`src/rtl/region_fill_engine_pkg.sv`:
```
// Shared types, constants and helpers for the region fill engine:
// mode encodings, FSM states, alphanumeric mapping and LFSR taps.
package region_fill_engine_pkg;

    // Bits needed to hold the values 0..n-1 (never less than one).
    function automatic int log2(input int n);
        int r;
        r = 1;
        for (int i = 1; i < 32; i++) begin
            if ((1 << i) < n) r = i + 1;
        end
        return r;
    endfunction

    typedef enum logic [1:0] {
        MODE_BLANK   = 2'd0,
        MODE_RANDOM  = 2'd1,
        MODE_PATTERN = 2'd2,
        MODE_CONST   = 2'd3
    } fill_mode_e;

    typedef enum logic [1:0] {
        ST_IDLE = 2'd0,
        ST_FILL = 2'd1,
        ST_DONE = 2'd2
    } fill_state_e;

    localparam int          ALNUM_COUNT = 62;
    localparam int          ASCII_DIGIT = 48;
    localparam int          ASCII_UPPER = 65;
    localparam int          ASCII_LOWER = 97;
    localparam logic [15:0] LFSR_TAPS   = 16'hB400;

    // 0-9 -> '0'..'9', 10-35 -> 'A'..'Z', 36-61 -> 'a'..'z'.
    function automatic logic [7:0] alnum_map(input logic [5:0] v);
        logic [7:0] v8;
        v8 = {2'b00, v};
        if (v < 6'd10)      return 8'(ASCII_DIGIT) + v8;
        else if (v < 6'd36) return 8'(ASCII_UPPER - 10) + v8;
        else                return 8'(ASCII_LOWER - 36) + v8;
    endfunction

endpackage

```
`src/rtl/region_fill_engine_alnum_lfsr.sv`:
```
// 16-bit Galois LFSR (taps 16,14,13,11) with its state reduced modulo 62
// to index the alphanumeric table; steps only when asked to.
module region_fill_engine_alnum_lfsr
    import region_fill_engine_pkg::*;
#(
    parameter logic [15:0] SEED = 16'hACE1
) (
    input  logic       clk,
    input  logic       reset_n,
    input  logic       advance,
    output logic [5:0] v
);

    logic [15:0] lfsr_q, lfsr_d;

    always_comb begin
        lfsr_d = lfsr_q;
        if (advance) begin
            lfsr_d = {1'b0, lfsr_q[15:1]} ^ (lfsr_q[0] ? LFSR_TAPS : 16'h0000);
        end
        v = 6'(lfsr_q % 16'(ALNUM_COUNT));
    end

    always_ff @(posedge clk) begin
        if (!reset_n) lfsr_q <= SEED;
        else          lfsr_q <= lfsr_d;
    end

endmodule

```
`src/rtl/region_fill_engine.sv`:
```
// Writes a clamped rectangular region of the character screen buffer in
// raster order over a valid/ready port, in blank/random/pattern/constant mode.
module region_fill_engine
    import region_fill_engine_pkg::*;
#(
    parameter int                    WIDTH      = 80,
    parameter int                    HEIGHT     = 60,
    parameter int                    CHAR_WIDTH = 8,
    parameter logic [CHAR_WIDTH-1:0] BLANK_CHAR = 8'h20,
    parameter logic [15:0]           LFSR_SEED  = 16'hACE1,
    localparam int                   XW         = log2(WIDTH),
    localparam int                   YW         = log2(HEIGHT)
) (
    input  logic                  clk,
    input  logic                  reset_n,
    input  logic                  start,
    input  logic                  abort,
    input  logic [1:0]            mode,
    input  logic [CHAR_WIDTH-1:0] fill_char,
    input  logic [XW-1:0]         x0,
    input  logic [XW-1:0]         x1,
    input  logic [YW-1:0]         y0,
    input  logic [YW-1:0]         y1,
    output logic                  wr_valid,
    input  logic                  wr_ready,
    output logic [XW-1:0]         x,
    output logic [YW-1:0]         y,
    output logic [CHAR_WIDTH-1:0] c_out,
    output logic                  busy,
    output logic                  done
);

    localparam int SW = XW + 1;

    fill_state_e           state_q, state_d;
    fill_mode_e            mode_q, mode_d;
    logic [XW-1:0]         x_q, x_d, x0_q, x0_d, x1_q, x1_d;
    logic [YW-1:0]         y_q, y_d, y0_q, y0_d, y1_q, y1_d;
    logic [CHAR_WIDTH-1:0] fchar_q, fchar_d;

    logic [XW-1:0]         x1_clamped;
    logic [YW-1:0]         y1_clamped;
    logic                  handshake;
    logic [5:0]            rand_v;
    logic [5:0]            pat_v;
    logic [SW-1:0]         pat_sum;
    logic [CHAR_WIDTH-1:0] char_sel;

    assign x1_clamped = (x1 > XW'(WIDTH - 1))  ? XW'(WIDTH - 1)  : x1;
    assign y1_clamped = (y1 > YW'(HEIGHT - 1)) ? YW'(HEIGHT - 1) : y1;
    assign handshake  = (state_q == ST_FILL) && wr_ready;

    // The generator also steps on a handshake in the abort cycle, since that write lands.
    region_fill_engine_alnum_lfsr #(
        .SEED (LFSR_SEED)
    ) u_lfsr (
        .clk     (clk),
        .reset_n (reset_n),
        .advance (handshake),
        .v       (rand_v)
    );

    always_comb begin
        state_d = state_q;
        mode_d  = mode_q;
        fchar_d = fchar_q;
        x_d     = x_q;
        y_d     = y_q;
        x0_d    = x0_q;
        x1_d    = x1_q;
        y0_d    = y0_q;
        y1_d    = y1_q;
        unique case (state_q)
            ST_IDLE: begin
                if (start) begin
                    mode_d  = fill_mode_e'(mode);
                    fchar_d = fill_char;
                    x0_d    = x0;
                    x1_d    = x1_clamped;
                    y0_d    = y0;
                    y1_d    = y1_clamped;
                    x_d     = x0;
                    y_d     = y0;
                    state_d = ((x0 > x1_clamped) || (y0 > y1_clamped)) ? ST_DONE : ST_FILL;
                end
            end
            ST_FILL: begin
                if (abort) begin
                    state_d = ST_IDLE;
                end else if (wr_ready) begin
                    if (x_q < x1_q) begin
                        x_d = x_q + XW'(1);
                    end else begin
                        x_d = x0_q;
                        if (y_q == y1_q) state_d = ST_DONE;
                        else             y_d     = y_q + YW'(1);
                    end
                end
            end
            ST_DONE: state_d = ST_IDLE;
            default: state_d = ST_IDLE;
        endcase
    end

    always_ff @(posedge clk) begin
        if (!reset_n) begin
            state_q <= ST_IDLE;
            mode_q  <= MODE_BLANK;
            fchar_q <= '0;
            x_q     <= '0;
            y_q     <= '0;
            x0_q    <= '0;
            x1_q    <= '0;
            y0_q    <= '0;
            y1_q    <= '0;
        end else begin
            state_q <= state_d;
            mode_q  <= mode_d;
            fchar_q <= fchar_d;
            x_q     <= x_d;
            y_q     <= y_d;
            x0_q    <= x0_d;
            x1_q    <= x1_d;
            y0_q    <= y0_d;
            y1_q    <= y1_d;
        end
    end

    // Data is a function of registered state only, so it holds still through stalls.
    always_comb begin
        pat_sum  = SW'(x_q) + SW'(y_q);
        pat_v    = 6'(pat_sum % SW'(ALNUM_COUNT));
        char_sel = BLANK_CHAR;
        unique case (mode_q)
            MODE_BLANK:   char_sel = BLANK_CHAR;
            MODE_RANDOM:  char_sel = CHAR_WIDTH'(alnum_map(rand_v));
            MODE_PATTERN: char_sel = CHAR_WIDTH'(alnum_map(pat_v));
            MODE_CONST:   char_sel = fchar_q;
            default:      char_sel = BLANK_CHAR;
        endcase
    end

    assign wr_valid = (state_q == ST_FILL);
    assign busy     = (state_q == ST_FILL);
    assign done     = (state_q == ST_DONE);
    assign x        = x_q;
    assign y        = y_q;
    assign c_out    = wr_valid ? char_sel : '0;

endmodule
```
`config.mk`:
```
export PLATFORM = sky130hd
export DESIGN_NAME = region_fill_engine
export DESIGN_NICKNAME = d
export VERILOG_FILES = /design/src/rtl/region_fill_engine_pkg.sv /design/src/rtl/region_fill_engine_alnum_lfsr.sv /design/src/rtl/region_fill_engine.sv
export SDC_FILE = /design/constraint.sdc
export NUM_CORES = 1
export LEC_CHECK = 0
export ABC_AREA = 0
export CORE_MARGIN = 4
export CORE_UTILIZATION = 59
export DETAILED_ROUTE_END_ITERATION = 6
export PLACE_DENSITY = 0.83
export REMOVE_ABC_BUFFERS = 1
export SLEW_MARGIN = 20
export SYNTH_ARGS = -nofsm -noshare
export SYNTH_HDL_FRONTEND = slang
export SYNTH_SLANG_ARGS = --single-unit
```
`constraint.sdc`:
```
create_clock -name clk -period 25.8 [get_ports clk]
set_input_delay 6.45 -clock clk [delete_from_list [all_inputs] [get_ports clk]]
set_output_delay 6.45 -clock clk [all_outputs]
set_load 0.05 [all_outputs]
```
==> results of run 1 <==
path summary, 6_finish.rpt:
| kind | endpoint | startpoint | slack, ns | depth (start not counted) |
|---|---|---|---|---|
| min reg2reg | x0_q[5]$_SDFFE_PN0P_ | x0_q[5]$_SDFFE_PN0P_ | 0.46 | 2 |
| max reg2reg | y[30]$_SDFFE_PN0P_ | x[1]$_SDFFE_PN0P_ | 19.74 | 28 |
| max | c_out[2] | y[2]$_SDFFE_PN0P_ | 0.56 | 62 |
| min | x0_q[5]$_SDFFE_PN0P_ | x0_q[5]$_SDFFE_PN0P_ | 0.46 | 2 |
repair_timing:
action	4_1_cts	5_1_grt
endpoints found under the setup margin	7	7
setup buffers	1	31
gates resized for setup	7	103
gates cloned	0	0
pin swaps	0	21
layout by cell type (no fill, tap or decap), drive strengths merged, types with 66 or more instances in the layout:
master,netlist,routed
a21oi,168,168
and3,103,103
clkdlybuf4s50,0,210
o211ai,71,71
buf,25,66
nor2,169,169
ha,138,138
xor2,78,78
inv,85,93
nand3,80,80
nand2,324,324
o21ai,166,166
dfxtp,188,188
xnor2,78,78
cell families after synthesis:
family                     Yosys count  synth area share [%]
and+or+nand+nor                   1043                 27.02
AOI/OAI and AO/OA                  857                 31.19
buffers and inverters              218                 4.355
DFF                                188                 18.90
xor gates and xnor gates           156                 6.938
adders and majority gates          153                 9.578
muxes                               38                 1.998
other                                1               0.01884
registers in the layout, summed over array words and instances (netlist names):
register and flops:
fchar_q 8, y1_q 32, u_lfsr.lfsr_q 16, x0_q 32, x 32, mode_q 2, x1_q 32, y 32
state_q 2
metal layers:
metal	global-route usage, %	vias to the layer above
met5	0	-
met3	4.126	199
met2	55.11	949
li1	-	10310
met1	44.27	10320
met4	13.48	2
worst min-delay path: cells and delay by family, from the launching register on:
family,cells,cell delay (ns)
compound gates,1,0.06
simple gates,1,0.04
flops,1,0.31
through the flow:
stage	setup TNS [ns]	cells
6_report	0	3332
5_1_grt	-0.5444	3331
3_5_place_dp	0	3267
4_1_cts	0	3300
3_3_place_gp	0	3267
2_1_floorplan	0	2572
final cells by class:
cell class	count	area [um^2]	share of cell area (%)
Clock buffer	18	429.2	1.792
Inverter	86	322.8	1.348
Antenna cell	1	2.502	0.01045
Multi-Input combinational cell	2298	16020	66.91
Tap cell	448	560.5	2.341
Timing Repair Buffer	279	2636	11.01
Clock inverter	14	198.9	0.8308
Sequential cell	188	3774	15.76
==> impl_metrics.yaml, run 1 <==
status:
  run_status: "complete, no violations"
floorplanning:
  ioPinCount: 218
  fp.dieW_um: 191.7
  start_util_pct: 59.52
  die_area_um2: 36750
  num_rows: 67
  coreArea_um2: 33450
  chipHeight_um: 191.7
logic_synthesis:
  synth_area_um2: 19910
  synth.top_cell.area_share_pct: 18.90
  netlist_top_cells_count: "nand2_1 (323), dfxtp_1 (188), nor2_1 (167), a21oi_1 (165), o21ai_0 (146)"
  ys_ff_latch: 188
  synthCells: 2654
  synth.most_common_cell: "nand2_1"
  synth.distinct_cells: 127
  synth_ff_type: "dfxtp_1"
  ys_warn_count: 0
  synth-edff-count: 0
  synth_top_area_cell: "dfxtp_1"
  seq_area_frac_synth_pct: 18.90
  synth_area_leaders: "dfxtp_1 (19%), ha_1 (8.7%), nand2_1 (6.1%), a21oi_1 (4.1%), o21ai_0 (3.7%)"
  avgSynthCellArea_um2: 7.502
  ys_async_sr_fraction_pct: 0
timing:
  hold_ws_ns: 0.4637
  min_period_ns: 25.24
  slew_violations: 0
  fmax_mhz: 39.63
  period_share_pct: 97.81
  fin_skew_ns: 0.01356
  setup_viol: 0
  finalWorstSetupSlack_ns: 0.5649
  slew_headroom_pct: 26.87
  tightest_slew_ns: 1.093
  hold_viol: 0
critical_path:
  arrival_ns: 18.79
  crit_path_end_kind: "output pin"
  cp_top_family: "compound AO/OA/AOI/OAI gates"
  cp_max_fo: 8
  startpoint_type: "flip-flop"
  cp.buffers_inverters: 4
  critPathSlowestCell: "or4b_4"
  cp_data_required_time_ns: 19.35
  max_stage_delay_ns: 0.61
  crit_type: "flip-flop to output pin"
cts:
  cts_tree: "built"
  clockBufferDepth: 2
  cts_hold_buf: 0
  htree_num_levels: 4
  clk_pin_slew_ns: 0.08
  cts.sinks: 188
  clk_latency_ns: 0.45
  cts-root-buf: "clkbuf_16"
  cts-buffers-inserted: 17
cells_and_area:
  utilization_pct: 71.59
  nNetsFinal: 3154
  stdcell_area_um2: 23950
  drive_gt1_share_pct: 10.20
  fill_cells: 2620
  area_growth_pct: 20.28
global_route:
  grt_pass1_wl_mm: 102.1
  grt-ovfl-total: 0
  antenna_found_initial: 2
  track_usage_pct: 33.37
  grt_pass1_vias: 20160
  grt_max_degree: 110
placed_design:
  gp_congestion: 0.9706
  hpwl_mm: 48.98
  place_area_um2: 22550
  io_buffers: 217
  dp_slack_ns: 0.08230
routing:
  firstDrtPassIters: 6
  wl_met3_mm: 5.039
  drc: 0
  postRouteAntennaNets: 0
  wire_per_inst_um: 19.67
  drtIter0Drc: 1825
  top_layer: "met5"
  via_per_inst: 6.535
  num_vias: 21770
  wl_met1_mm: 27.12
  totalWireLength_mm: 65.54
  met2_length_mm: 30.56
worst_hold_path:
  min_path_type: "flip-flop to flip-flop"
run:
  cap_violations: 0
Power of run 1 is not shown: default switching activity piles up to over one toggle a cycle in this logic, so the estimate is an artifact.
==> inputs of run 2 (changes only) <==
ABC_AREA = not set   (was 0)
==> results of run 2 <==
No change in the layout: final DEF, timing and power equal those of run 1.
Power of run 2 is left out for the same reason.
